$ cat config.mk
export PLATFORM = sky130hd
export DESIGN_NAME = foobar_arbiter
export DESIGN_NICKNAME = d
export VERILOG_FILES = /design/src/rtl/foobar_arbiter.sv
export SDC_FILE = /design/constraint.sdc
export NUM_CORES = 1
export LEC_CHECK = 0
export CAP_MARGIN = 20
export CORE_MARGIN = 4
export CORE_UTILIZATION = 52
export CTS_BUF_LIST = sky130_fd_sc_hd__clkbuf_8
export DETAILED_ROUTE_END_ITERATION = 8
export MAX_ROUTING_LAYER = met4
export PLACE_DENSITY = 0.83
export SLEW_MARGIN = 30
export SYNTH_ARGS = -nofsm -noshare
export SYNTH_HDL_FRONTEND = slang
export SYNTH_SLANG_ARGS = --single-unit
$ cat constraint.sdc
create_clock -name clock -period 2.65 [get_ports clock]
set_clock_uncertainty 0.05 [all_clocks]
set_input_delay 0.53 -clock clock [delete_from_list [all_inputs] [get_ports clock]]
set_output_delay 0.53 -clock clock [all_outputs]
set_load 0.02 [all_outputs]
$ cat src/rtl/foobar_arbiter.sv
// Round-robin arbiter that time-shares one foobar datapath among NUM_REQ requesters.
// Grants one requester, holds its operand on dp_a for LATENCY cycles, then returns dp_b tagged with the index.
module foobar_arbiter #(
   parameter int unsigned NUM_REQ = 4,
   parameter int unsigned LATENCY = 2,
   parameter int unsigned ID_W    = $clog2(NUM_REQ)
) (
   input  logic               clock,
   input  logic               reset_n,
   input  logic [NUM_REQ-1:0] req,
   input  logic [NUM_REQ-1:0] req_a,
   output logic [NUM_REQ-1:0] gnt,
   output logic               dp_a,
   input  logic               dp_b,
   output logic               busy,
   output logic               done,
   output logic [ID_W-1:0]    done_id,
   output logic               done_b
);

   localparam int unsigned CNT_W = 4;
   localparam int unsigned EXT_W = ID_W + 1;
   localparam logic [EXT_W-1:0] NUM_REQ_EXT = EXT_W'(NUM_REQ);

   typedef enum logic {
      IDLE = 1'b0,
      WAIT = 1'b1
   } state_t;

   state_t             state;
   state_t             state_nxt;
   logic [ID_W-1:0]    ptr;
   logic [ID_W-1:0]    ptr_nxt;
   logic [ID_W-1:0]    cur_id;
   logic [ID_W-1:0]    cur_id_nxt;
   logic [CNT_W-1:0]   cnt;
   logic [CNT_W-1:0]   cnt_nxt;
   logic [NUM_REQ-1:0] gnt_nxt;
   logic               dp_a_nxt;
   logic               busy_nxt;
   logic               done_nxt;
   logic [ID_W-1:0]    done_id_nxt;
   logic               done_b_nxt;

   logic               any_req;
   logic               last;
   logic [NUM_REQ-1:0] rot;
   logic [ID_W-1:0]    off;
   logic               found;
   logic [EXT_W-1:0]   win_sum;
   logic [EXT_W-1:0]   inc_sum;
   logic [ID_W-1:0]    win;
   logic               win_a;

   assign any_req = |req;
   assign last    = (cnt == CNT_W'(1));

   // Rotate req so bit 0 is the requester at ptr, take the lowest set bit, rotate back.
   always_comb begin : pick
      rot   = NUM_REQ'({req, req} >> ptr);
      off   = '0;
      found = 1'b0;
      for (int unsigned i = 0; i < NUM_REQ; i++) begin
         if (!found && rot[0]) begin
            found = 1'b1;
            off   = ID_W'(i);
         end
         rot = rot >> 1;
      end
      win_sum = {1'b0, ptr} + {1'b0, off};
      if (win_sum >= NUM_REQ_EXT) begin
         win_sum = win_sum - NUM_REQ_EXT;
      end
      win     = win_sum[ID_W-1:0];
      inc_sum = {1'b0, win} + EXT_W'(1);
      if (inc_sum >= NUM_REQ_EXT) begin
         inc_sum = '0;
      end
      win_a = 1'(req_a >> win);
   end

   always_ff @(posedge clock or negedge reset_n) begin : state_reg
      if (!reset_n) begin
         state   <= IDLE;
         ptr     <= '0;
         cur_id  <= '0;
         cnt     <= '0;
         gnt     <= '0;
         dp_a    <= 1'b0;
         busy    <= 1'b0;
         done    <= 1'b0;
         done_id <= '0;
         done_b  <= 1'b0;
      end else begin
         state   <= state_nxt;
         ptr     <= ptr_nxt;
         cur_id  <= cur_id_nxt;
         cnt     <= cnt_nxt;
         gnt     <= gnt_nxt;
         dp_a    <= dp_a_nxt;
         busy    <= busy_nxt;
         done    <= done_nxt;
         done_id <= done_id_nxt;
         done_b  <= done_b_nxt;
      end
   end

   always_comb begin : next_state
      state_nxt = state;
      case (state)
         IDLE:    if (any_req) state_nxt = WAIT;
         WAIT:    if (last)    state_nxt = IDLE;
         default: state_nxt = IDLE;
      endcase
   end

   // Next values of the registered outputs; dp_a and the result fields hold unless rewritten.
   always_comb begin : outputs
      gnt_nxt     = '0;
      dp_a_nxt    = dp_a;
      busy_nxt    = busy;
      done_nxt    = 1'b0;
      done_id_nxt = done_id;
      done_b_nxt  = done_b;
      cur_id_nxt  = cur_id;
      cnt_nxt     = cnt;
      ptr_nxt     = ptr;
      case (state)
         IDLE: begin
            if (any_req) begin
               gnt_nxt    = NUM_REQ'(1) << win;
               dp_a_nxt   = win_a;
               cur_id_nxt = win;
               cnt_nxt    = CNT_W'(LATENCY);
               ptr_nxt    = inc_sum[ID_W-1:0];
               busy_nxt   = 1'b1;
            end
         end
         WAIT: begin
            cnt_nxt = cnt - CNT_W'(1);
            if (last) begin
               done_b_nxt  = dp_b;
               done_id_nxt = cur_id;
               done_nxt    = 1'b1;
               busy_nxt    = 1'b0;
            end
         end
         default: ;
      endcase
   end

endmodule
Yosys cells after proc, flatten, opt, wreduce, memory -nomap -nowiden
Index checks and enable logic that the tools add are counted.
{"block": "totals", "regBits": 19, "in_bits": 11, "out_inout_bits": 10, "word_cells": 53}
{"block": "classes", "addsub": 4, "order_cmp": 2, "eq_ne": 3, "shifts": 3, "n_mux": 20, "n_bitwise": 1, "n_reduce_logical": 10}
{"op": "4-bit two-way mux", "n": 3}
{"op": "1-bit two-way mux", "n": 10}
{"op": "2-bit two-way mux", "n": 4}
{"op": "4-bit case mux with 2 select lines", "n": 1}
{"op": "8-bit by 2-bit >> shifter with 4-bit output", "n": 1}
{"op": "3-bit greater-or-equal comparator (second input constant)", "n": 2}
{"op": "2-bit AND reduction", "n": 3}
{"op": "4-bit by 1-bit equality test with 1-bit output (second input constant)", "n": 1}
{"op": "1-bit case mux with 2 select lines", "n": 2}
{"op": "4-bit OR reduction", "n": 1}
{"op": "1-bit by 2-bit left shift with 4-bit output (first input constant)", "n": 1}
{"op": "4-bit by 2-bit >> shifter with 1-bit output", "n": 1}
{"op": "4-bit by 1-bit subtractor with 4-bit output (second input constant)", "n": 1}
{"op": "2-bit by 1-bit adder with 3-bit output (second input constant)", "n": 1}
{"op": "2-bit by 2-bit adder with 3-bit output", "n": 1}
{"op": "1-bit logical AND", "n": 3}
{"op": "1-bit zero test", "n": 3}
{"op": "2-bit by 1-bit != test with 1-bit output (second input constant)", "n": 1}
{"op": "2-bit != test (second input constant)", "n": 1}
{"op": "2-bit by 1-bit subtractor with 2-bit output (second input constant)", "n": 1}
{"op": "1-bit inverter", "n": 1}

Logic depth before layout (Yosys ltp)
{"block": "depth", "depth_word": 17, "depth_mapped": 11, "ltp_nobuf": 10}

Worst setup path after synthesis
OpenSTA, ideal clock, no wires.
{"block": "synth_path", "path_type": "input -> register", "startpoint": "in req[2]", "endpoint": "reg ptr[1]", "setup_ps": 117, "t_arrival_ps": 2203, "t_required_ps": 2483, "path_slack_ps": 280, "path_stages": 11, "n_path_buf": 1, "path_cell_list": "buf_2 > nor2_1 > nor3_1 > a21oi_1 > o211ai_1 > ha_1 > xnor2_1 > xnor2_1 > ha_1 > nand2_1 > nand2_1"}
{"block": "synth_between", "elab_chain_cells": 17, "word_cells_on_any_way": 22, "cone_classes": "add/sub: 3; order compare: 2; shift: 1; mux: 8; reduce/logical: 8"}
{"item": "from (decl)", "line_no": "10", "text": "input logic [NUM_REQ-1:0] req,"}
{"item": "8-bit by 2-bit >> shifter with 4-bit output *", "line_no": "60", "text": "rot = NUM_REQ'({req, req} >> ptr);"}
{"item": "1-bit two-way mux", "line_no": "64", "text": "if (!found && rot[0]) begin"}
{"item": "1-bit zero test", "line_no": "64"}
{"item": "1-bit logical AND", "line_no": "64"}
{"item": "1-bit two-way mux", "line_no": "64"}
{"item": "1-bit zero test", "line_no": "64"}
{"item": "1-bit logical AND", "line_no": "64"}
{"item": "1-bit two-way mux", "line_no": "64"}
{"item": "[2 not listed]"}
{"item": "2-bit two-way mux *", "line_no": "64"}
{"item": "2-bit by 2-bit adder with 3-bit output *", "line_no": "70", "text": "win_sum = {1'b0, ptr} + {1'b0, off};"}
{"item": "3-bit greater-or-equal comparator / 2-bit by 1-bit subtractor with 2-bit output (equally long branches)", "line_no": "71, 72"}
{"item": "2-bit two-way mux *", "line_no": "71", "text": "if (win_sum >= NUM_REQ_EXT) begin"}
{"item": "2-bit by 1-bit adder with 3-bit output *", "line_no": "75", "text": "inc_sum = {1'b0, win} + EXT_W'(1);"}
{"item": "3-bit greater-or-equal comparator", "line_no": "76", "text": "if (inc_sum >= NUM_REQ_EXT) begin"}
{"item": "2-bit two-way mux *", "line_no": "76"}
{"item": "named net inc_sum[1]", "line_no": "51", "text": "logic [EXT_W-1:0] inc_sum;"}
{"item": "to (signal assigned)", "line_no": "96", "text": "ptr <= ptr_nxt;"}
{"item": "to (decl)", "line_no": "32", "text": "logic [ID_W-1:0] ptr;"}
The timed path passes the listed nets; every way through them passes the cells marked *.
A chain may end at the register's enable or synchronous reset.

Worst setup path in the final report
Ends and elaborated chain as after synthesis.

==> impl_metrics.yaml <==
place:
  placed_area_mm2: 0.00128
  dp_hpwl_um: 1540
  port_buffers: 20
  place.gp.congestion: 0.802
yosys:
  synthTopCellsByCount: "19 x dfrtp_1, 11 x nand2_1, 8 x nor3_1"
  netlist_instances: 97
  synthAdderAreaFrac: 0.0496
  synth-seq-cells: 19
  synth_compound_area_frac: 0.118
  ys_types: 33
  yosysTopAreaCellShare: 0.471
  yosysTopAreaCell: "dfrtp_1"
  synth_fp_nets: 112
  synth_top_family_by_area: "simple AND/OR/NAND/NOR gates"
  avgSynthCellArea_um2: 10.4
  synth-main-ff-cell: "dfrtp_1"
  synth_edf_count: 0
  yosys.area_share.simple: 0.164
  synth_area_mm2: 0.00101
  yosysMostFrequentCell: "dfrtp_1"
  synthMuxAreaShare: 0.109
  synth_warnings: 0
  synth_area_leaders: "dfrtp_1 47%, ha_1 5.0%, mux2i_1 5.0%"
  synthArstFlopShare: 1.00
  synth_xor_area_frac: 0.0434
  ys_seq_area_frac: 0.471
sta:
  slew_headroom: 0.470
  final.setup.tns_ns: 0
  min_period_ns: 2.48
  hold_violations: 0
  min_period_over_period: 0.937
  worst_pin_slew_ns: 0.793
  setup_violations: 0
  slew_violations: 0
  maxClockFrequency_mhz: 403
route:
  wirelength_um: 1980
  ant_nets: 0
  via_per_inst: 5.28
  drt-pass1-iter-count: 2
  remaining_drc_errors: 0
  num_vias: 786
  wl_per_cell_um: 13.3
  initialDrtViolationCount: 6
worst_setup_path:
  cp.required_ns: 2.74
  start_kind: "input pin"
  path_class: "in -> reg"
  cp.arrival_ns: 2.58
  cp-end-kind: "flip-flop"
  path_max_fanout: 6
job:
  max_cap_violations: 0
clocking:
  cts_setup_buffers: 0
  insertion_delay_ns: 0.25
  hold_buffers: 0
  clock-sinks: 19
  cts.htree.levels: 1
  cts_resized: 0
  clk_pin_slew_ns: 0.06
  root_buffer: "clkbuf_8"
  cts_tree: "yes"
  clk_path_buf_depth: 2
  numCtsBuffers: 3
pwr:
  finalPower_mw: 1.54
  ir_worst_vdd_mv: 0.713
  power_density_mw_per_mm2: 1160
  p_leak_nw: 0.606
finish:
  finalNetCount: 140
  final_cell_area_mm2: 0.00133
  fillCellCount: 133
  diodes: 0
  top_regs: "cnt x4, gnt x4"
  syn2layout_area_growth_pct: 31.7
  drive_above_1_share: 0.153
  fin_util: 0.746
die:
  core_mm2: 0.00178
  fp-row-count: 15
  chipHeight_um: 52.1
  dieWidth_um: 52.1
  ioPinCount: 21
  die_area_mm2: 0.00271
  start_util: 0.566
global_routing:
  met3_usage: 0.0430
  use_met1: 0.204
  grt_busiest_layer: "met2"
  grt_usage: 0.173
  antenna_found_initial: 0
  grt_use_met2: 0.303
  grt_max_degree: 20
  grt-ovfl-total: 0
  grt_pass1_vias: 769
  grt_pass1_wl_um: 3440
outcome:
  outcome: "finished clean"
hold_path:
  hold_class: "reg -> reg"
==> path summary, 6_finish.rpt <==
path                       depth (start not counted)  slack, ns         to       from
max                                               11       0.17     ptr[1]     req[2]
min                                                2       0.44  cur_id[0]  cur_id[0]
max reg2reg                                        9       0.52     ptr[1]     ptr[0]
min reg2reg                                        2       0.44  cur_id[0]  cur_id[0]
max in group asynchronous                          1       1.37       done    reset_n
min in group asynchronous                          1       0.69     cnt[1]    reset_n
==> where the power goes <==
| part | internal (mW) | leakage [nW] | switching [mW] |
|---|---|---|---|
| Clock | 0.103 | 0.0269 | 0.0842 |
| Combinational | 0.438 | 0.345 | 0.386 |
| Sequential | 0.413 | 0.235 | 0.117 |
| Total | 0.954 | 0.606 | 0.588 |
==> routing by layer <==
| layer | up-vias | wire, um |
|---|---|---|
| li1 | 391 | - |
| met1 | 380 | 840 |
| met2 | 13 | 1060 |
| met3 | 2 | 74 |
| met4 | 0 | 10 |
| met5 | - | 0 |
==> final cells by class <==
class / instances / area (um^2) / area share
multi-input cells: 68 / 495 / 0.373
flip-flops and latches: 19 / 475 / 0.357
repair buffers: 29 / 268 / 0.201
clock buffers: 3 / 41.3 / 0.0310
well taps: 25 / 31.3 / 0.0235
inverters: 4 / 15.0 / 0.0113
clock inverters: 1 / 3.75 / 0.00282
==> cells by family (layout without fill, tap and decap cells) <==
family                     Yosys count  in the layout
and+or+nand+nor                     34             34
DFF                                 19             19
AOI/OAI and AO/OA                   15             15
muxes                               10             10
buffers and inverters               10             37
xor gates and xnor gates             5              5
adders and majority gates            4              4
==> cell usage in the layout, fill, tap and decap left out, types with 2 or more instances in the layout <==
| master | instances |
|---|---|
| clkbuf_8 | 3 |
| a22o_1 | 2 |
| nor3_1 | 8 |
| mux2i_1 | 5 |
| o22a_1 | 2 |
| o21ai_0 | 2 |
| nand2b_1 | 3 |
| xor2_1 | 3 |
| dfrtp_1 | 19 |
| nand2_1 | 11 |
| mux2_2 | 4 |
| inv_1 | 5 |
| ha_1 | 4 |
| buf_4 | 9 |
| clkdlybuf4s50_1 | 20 |
| nor2_1 | 6 |
| a21oi_1 | 2 |
==> stage by stage <==
| step | hold slack [ns] | setup slack (ns) | std cells |
|---|---|---|---|
| 5_1_grt | 0.486 | -0.00163 | 149 |
| 3_3_place_gp | 0.409 | 0.0210 | 145 |
| 4_1_cts | 0.450 | 0.128 | 149 |
| 2_1_floorplan | 0.184 | 0.280 | 97 |
| 6_report | 0.442 | 0.166 | 149 |
| 3_5_place_dp | 0.435 | -0.114 | 145 |
==> worst max-delay path, stage by stage <==
cell	delay [ns]
clkdlybuf4s50_1	0.52
nor2_1	0.19
nor3_1	0.06
a21oi_1	0.14
o211ai_1	0.10
ha_1	0.25
xnor2_2	0.17
xnor2_1	0.23
ha_1	0.28
nand2_1	0.06
nand2_1	0.05
(Power assumes the default switching activity.)
==> RTL edit 1, RTL diff (same flow settings) <==
Reset style: synchronous (`reset_n`), changed in one clocked block.
--- a/src/rtl/foobar_arbiter.sv
+++ b/src/rtl/foobar_arbiter.sv
@@ -79,7 +79,7 @@
       win_a = 1'(req_a >> win);
    end
 
-   always_ff @(posedge clock or negedge reset_n) begin : state_reg
+   always_ff @(posedge clock) begin : state_reg
       if (!reset_n) begin
          state   <= IDLE;
          ptr     <= '0;
Formal check against the unedited RTL: differs if reset_n is asserted again (counterexample within 4 cycles, from zero or initial values and one cycle with reset_n low); with reset_n held inactive, the same outputs for 10 cycles.
==> RTL edit 1 against the unedited design <==
Worst setup slack better by 0.11 ns; core utilization up 1.1 points; combinational power down 24%; routed wire length up 35%; sequential power down 28%; area after synthesis up 7.7%; global-route usage up 3.8 points; sequential cell count unchanged; final area up 13%; total power down 21%.
==> RTL edit 1: results (changes against the unedited design) <==
The post-placement worst setup slack came out at -0.383 ns (-0.269 ns). The maximum number of pins on one net before global-route repair came out at 13 (-35%). The fraction of the mapped netlist area in adder cells came out at 3.45% (-1.5 points). The most used flip-flop cell after synthesis is sky130_fd_sc_hd__dfxtp_1.

The run finished with clean final reports. The share of cell area taken by muxes after synthesis is 6.56% (-4.3 points). The static power due to leakage came out at 0.604 nW (-0.48%). The register-to-register path setup slack is 0.34 ns (-0.18 ns). The placed wire-length estimate came to 2000 um (+30%). The total routed wirelength is 2680 um (+35%). The clock latency of the later-clocked register in the worst-skew pair came out at 0.26 ns.

The largest incremental delay on the critical path is 0.31 ns (-0.21 ns). The number of nets in the final layout came to 174 (+24%). The net count after synthesis was 139 (+24%). The headroom to the max-slew limit is 61.6% (+15 points). For this design, the slowest cell found on the critical path is sky130_fd_sc_hd__ha_4. The final standard cell count with taps included and fillers excluded is 186 (+25%).

The placer congestion estimate came out at 0.856 (+6.7%). The area fraction in compound gates after synthesis is 17.5% (+5.7 points). The number of distinct library cells after synthesis was 43 (+30%). Ranked by instance count, the synthesized netlist is headed by 19 x sky130_fd_sc_hd__dfxtp_1, 11 x sky130_fd_sc_hd__nand2_1, 11 x sky130_fd_sc_hd__nor2_1. The via count of the first global-routing pass is 1033 (+34%).

The length of the first detailed-routing pass in iterations was 4 (+2). The xor/xnor cell area share of the yosys netlist came out at 2.99% (-1.3 points). The number of placed instances, taps included is 180 (+24%).

The peak clock frequency supported by timing came out at 0.421 GHz (+4.6%). The average instance area after synthesis is 8.70 um^2 (-16%). The number of vias per cell after detailed routing is 5.61 (+6.3%). The wire length of the first global-routing pass came out at 4340 um (+26%).

The iteration-0 DRC count of the detailed router is 16 (+10). The total routing usage reported by global routing came to 21.1% (+3.8 points). The biggest fanout along the worst timing path came out at 5 (-1).

The layout cell share with drive strength beyond 1 came to 25.2% (+9.8 points). By area the synthesized netlist is led by sky130_fd_sc_hd__dfxtp_1 35%, sky130_fd_sc_hd__mux2i_1 5.5%, sky130_fd_sc_hd__nand2_1 3.8%. The post-detailed-placement cell area is 1410 um^2 (+10%).
## RTL edit 1: worst max-delay path, delay by kind of cell
family                     cells  cell delay (ns)
buffers and inverters          2             0.35
AOI/OAI and AO/OA              3             0.47
muxes                          1             0.24
adders and majority gates      1             0.31
and+or+nand+nor                5             0.56
## RTL edit 1: area by class of cell
| cell class | instances | area, um^2 | area share (%) |
|---|---|---|---|
| Clock buffer | 3 | 41.3 | 2.75 |
| Clock inverter | 1 | 5.00 | 0.334 |
| Inverter | 6 | 22.5 | 1.50 |
| Multi-Input combinational cell | 92 | 679 | 45.3 |
| Sequential cell | 19 | 380 | 25.4 |
| Tap cell | 27 | 33.8 | 2.25 |
| Timing Repair Buffer | 38 | 338 | 22.5 |
## RTL edit 1: final timing paths
path	cells after the start	startpoint	endpoint
worst min register to register	2	cnt[3]	cnt[3]
worst max-delay path	12	req[3]	dp_a
worst min-delay path	2	cnt[3]	cnt[3]
worst max register to register	7	ptr[1]	dp_a
## RTL edit 1: metrics by stage
step	setup TNS [ns]	hold WS (ns)
after floorplan	0	0.386
after detailed placement	-1.35	0.416
final	0	0.431
after CTS	0	0.435
after global placement	-0.922	0.397
after global routing	0	0.473
## RTL edit 1: what timing repair did
item	4_1_cts	5_1_grt
hold buffers	0	0
endpoints found under the setup margin	2	2
resized for setup	7	5
pin swaps	1	2
endpoints found under the hold margin	0	0
setup buffers	1	1
## RTL edit 1: layer usage
metal / wire length (um) / vias up / global-route usage (%)
met5: 0 / - / -
met4: 36 / 0 / 8.51
met3: 107 / 4 / 3.88
met2: 1370 / 29 / 36.7
met1: 1160 / 502 / 23.5
li1: - / 508 / -
## RTL edit 1: report_power, final
group	switching, mW	internal (mW)	leakage (nW)
logic	0.296	0.333	0.422
registers	0.0493	0.334	0.156
clock network	0.0940	0.104	0.0255
==> RTL edit 2, RTL diff (same flow settings) <==
Made on the original files. `NUM_REQ`: 4 -> 8.
--- a/src/rtl/foobar_arbiter.sv
+++ b/src/rtl/foobar_arbiter.sv
@@ -1,7 +1,7 @@
 // Round-robin arbiter that time-shares one foobar datapath among NUM_REQ requesters.
 // Grants one requester, holds its operand on dp_a for LATENCY cycles, then returns dp_b tagged with the index.
 module foobar_arbiter #(
-   parameter int unsigned NUM_REQ = 4,
+   parameter int unsigned NUM_REQ = 8,
    parameter int unsigned LATENCY = 2,
    parameter int unsigned ID_W    = $clog2(NUM_REQ)
 ) (
Interface: changed (resized done_id, gnt, req and req_a); port bits go from 21 to 34. The function was not compared with the original's and may differ.
==> RTL edit 2 against the unedited design <==
The run now ends with negative setup slack left; count of clock-buffer cells in the layout is the same; routed wire length grew to 3.3 times the old value; critical path depth grew 4; fmax shrank 34%; register-to-register slack lost 1.6 ns; sequential cell count grew 7; area after synthesis grew 74%; final area grew 110%; worst setup slack lost 1.3 ns; core utilization grew 14 points; critical endpoint is now ptr[2]; highest routed layer unchanged.
Power is not shown: default switching activity piles up to over one toggle a cycle in this logic, so the estimate is an artifact.
==> RTL edit 2: results (changes against the unedited design) <==
The flow ran to the end, but the final reports show violations. The final reports fail on negative setup slack. The routed length on met1 is 2330 um (+180%). The total routing usage reported by global routing is 28.0% (+11 points). Compared with the post-synthesis result, the final layout area differs by 59.0%. The layout cell share with drive strength beyond 1 is 40.4% (+25 points). The post-CTS resize count is 35 (+35). The largest incremental delay on the critical path came out at 0.58 ns (+0.06 ns). The startpoint identified for the worst hold timing path is dp_a. The fraction of the mapped netlist area in adder cells was 7.54% (+2.6 points).

The final setup slack of the worst path is -1.14 ns (-1.30 ns). The xor/xnor cell area share of the yosys netlist is 2.92% (-1.4 points). The placed wire-length estimate is 3600 um (+130%).

The global-route met2 utilization came out at 48.5% (+18 points). The CTS clock-pin slew for the worst setup and hold paths was 0.09 ns (+0.03 ns). The category of cells accounting for the largest share of critical-path delay is compound AO/OA/AOI/OAI gates. The clock latency of the later-clocked register in the worst-skew pair came out at 0.27 ns (+0.02 ns). The total setup buffers inserted after CTS is 7 (+7). The post-placement worst setup slack came out at -1.30 ns (-1.18 ns). The actual transition at the worst max-transition pin came to 0.788 ns (-0.00498 ns). The share of cell area taken by muxes after synthesis was 13.0% (+2.1 points). The aggregate negative setup slack came out at -13.59 ns (-13.59 ns). The via count of the first global-routing pass was 1844 (+140%). The total number of vias is 1930 (+150%).

The net count after synthesis is 213 (+90%). The number of placed instances, taps included is 293 (+100%). The wire length of the first global-routing pass came to 8890 um (+160%). The global-route met3 utilization was 3.06% (-1.2 points). The final setup violation count came out at 15 (+15). The quantity of I/O buffers inserted on ports is 33 (+65%).
[RTL edit 2: cell count changes in the layout (fill, tap and decap cells not counted), sizes merged, moves of 5 or more]
cell / unedited run / this run
buf: 9 / 58
nand3: 1 / 7
clkdlybuf4s50: 20 / 27
ha: 4 / 9
a21oi: 2 / 11
dfrtp: 19 / 26
nand2: 11 / 20
o21ai: 2 / 10
[RTL edit 2: final cells by class]
cell class | count | area share (%)
Sequential cell | 26 | 23.3
Timing Repair Buffer | 91 | 29.3
Tap cell | 44 | 1.97
Multi-Input combinational cell | 138 | 42.5
Clock buffer | 3 | 1.48
Inverter | 9 | 1.48
[RTL edit 2: worst paths after layout]
path                            cells after the start  slack [ns]          to
min in group asynchronous                           2        0.58  done_id[2]
max in group asynchronous                           2        1.70      ptr[0]
worst min register to register                      1        0.47        dp_a
worst min-delay path                                1        0.47        dp_a
worst max-delay path                               15       -1.14      ptr[2]
worst max register to register                     16       -1.06        dp_a
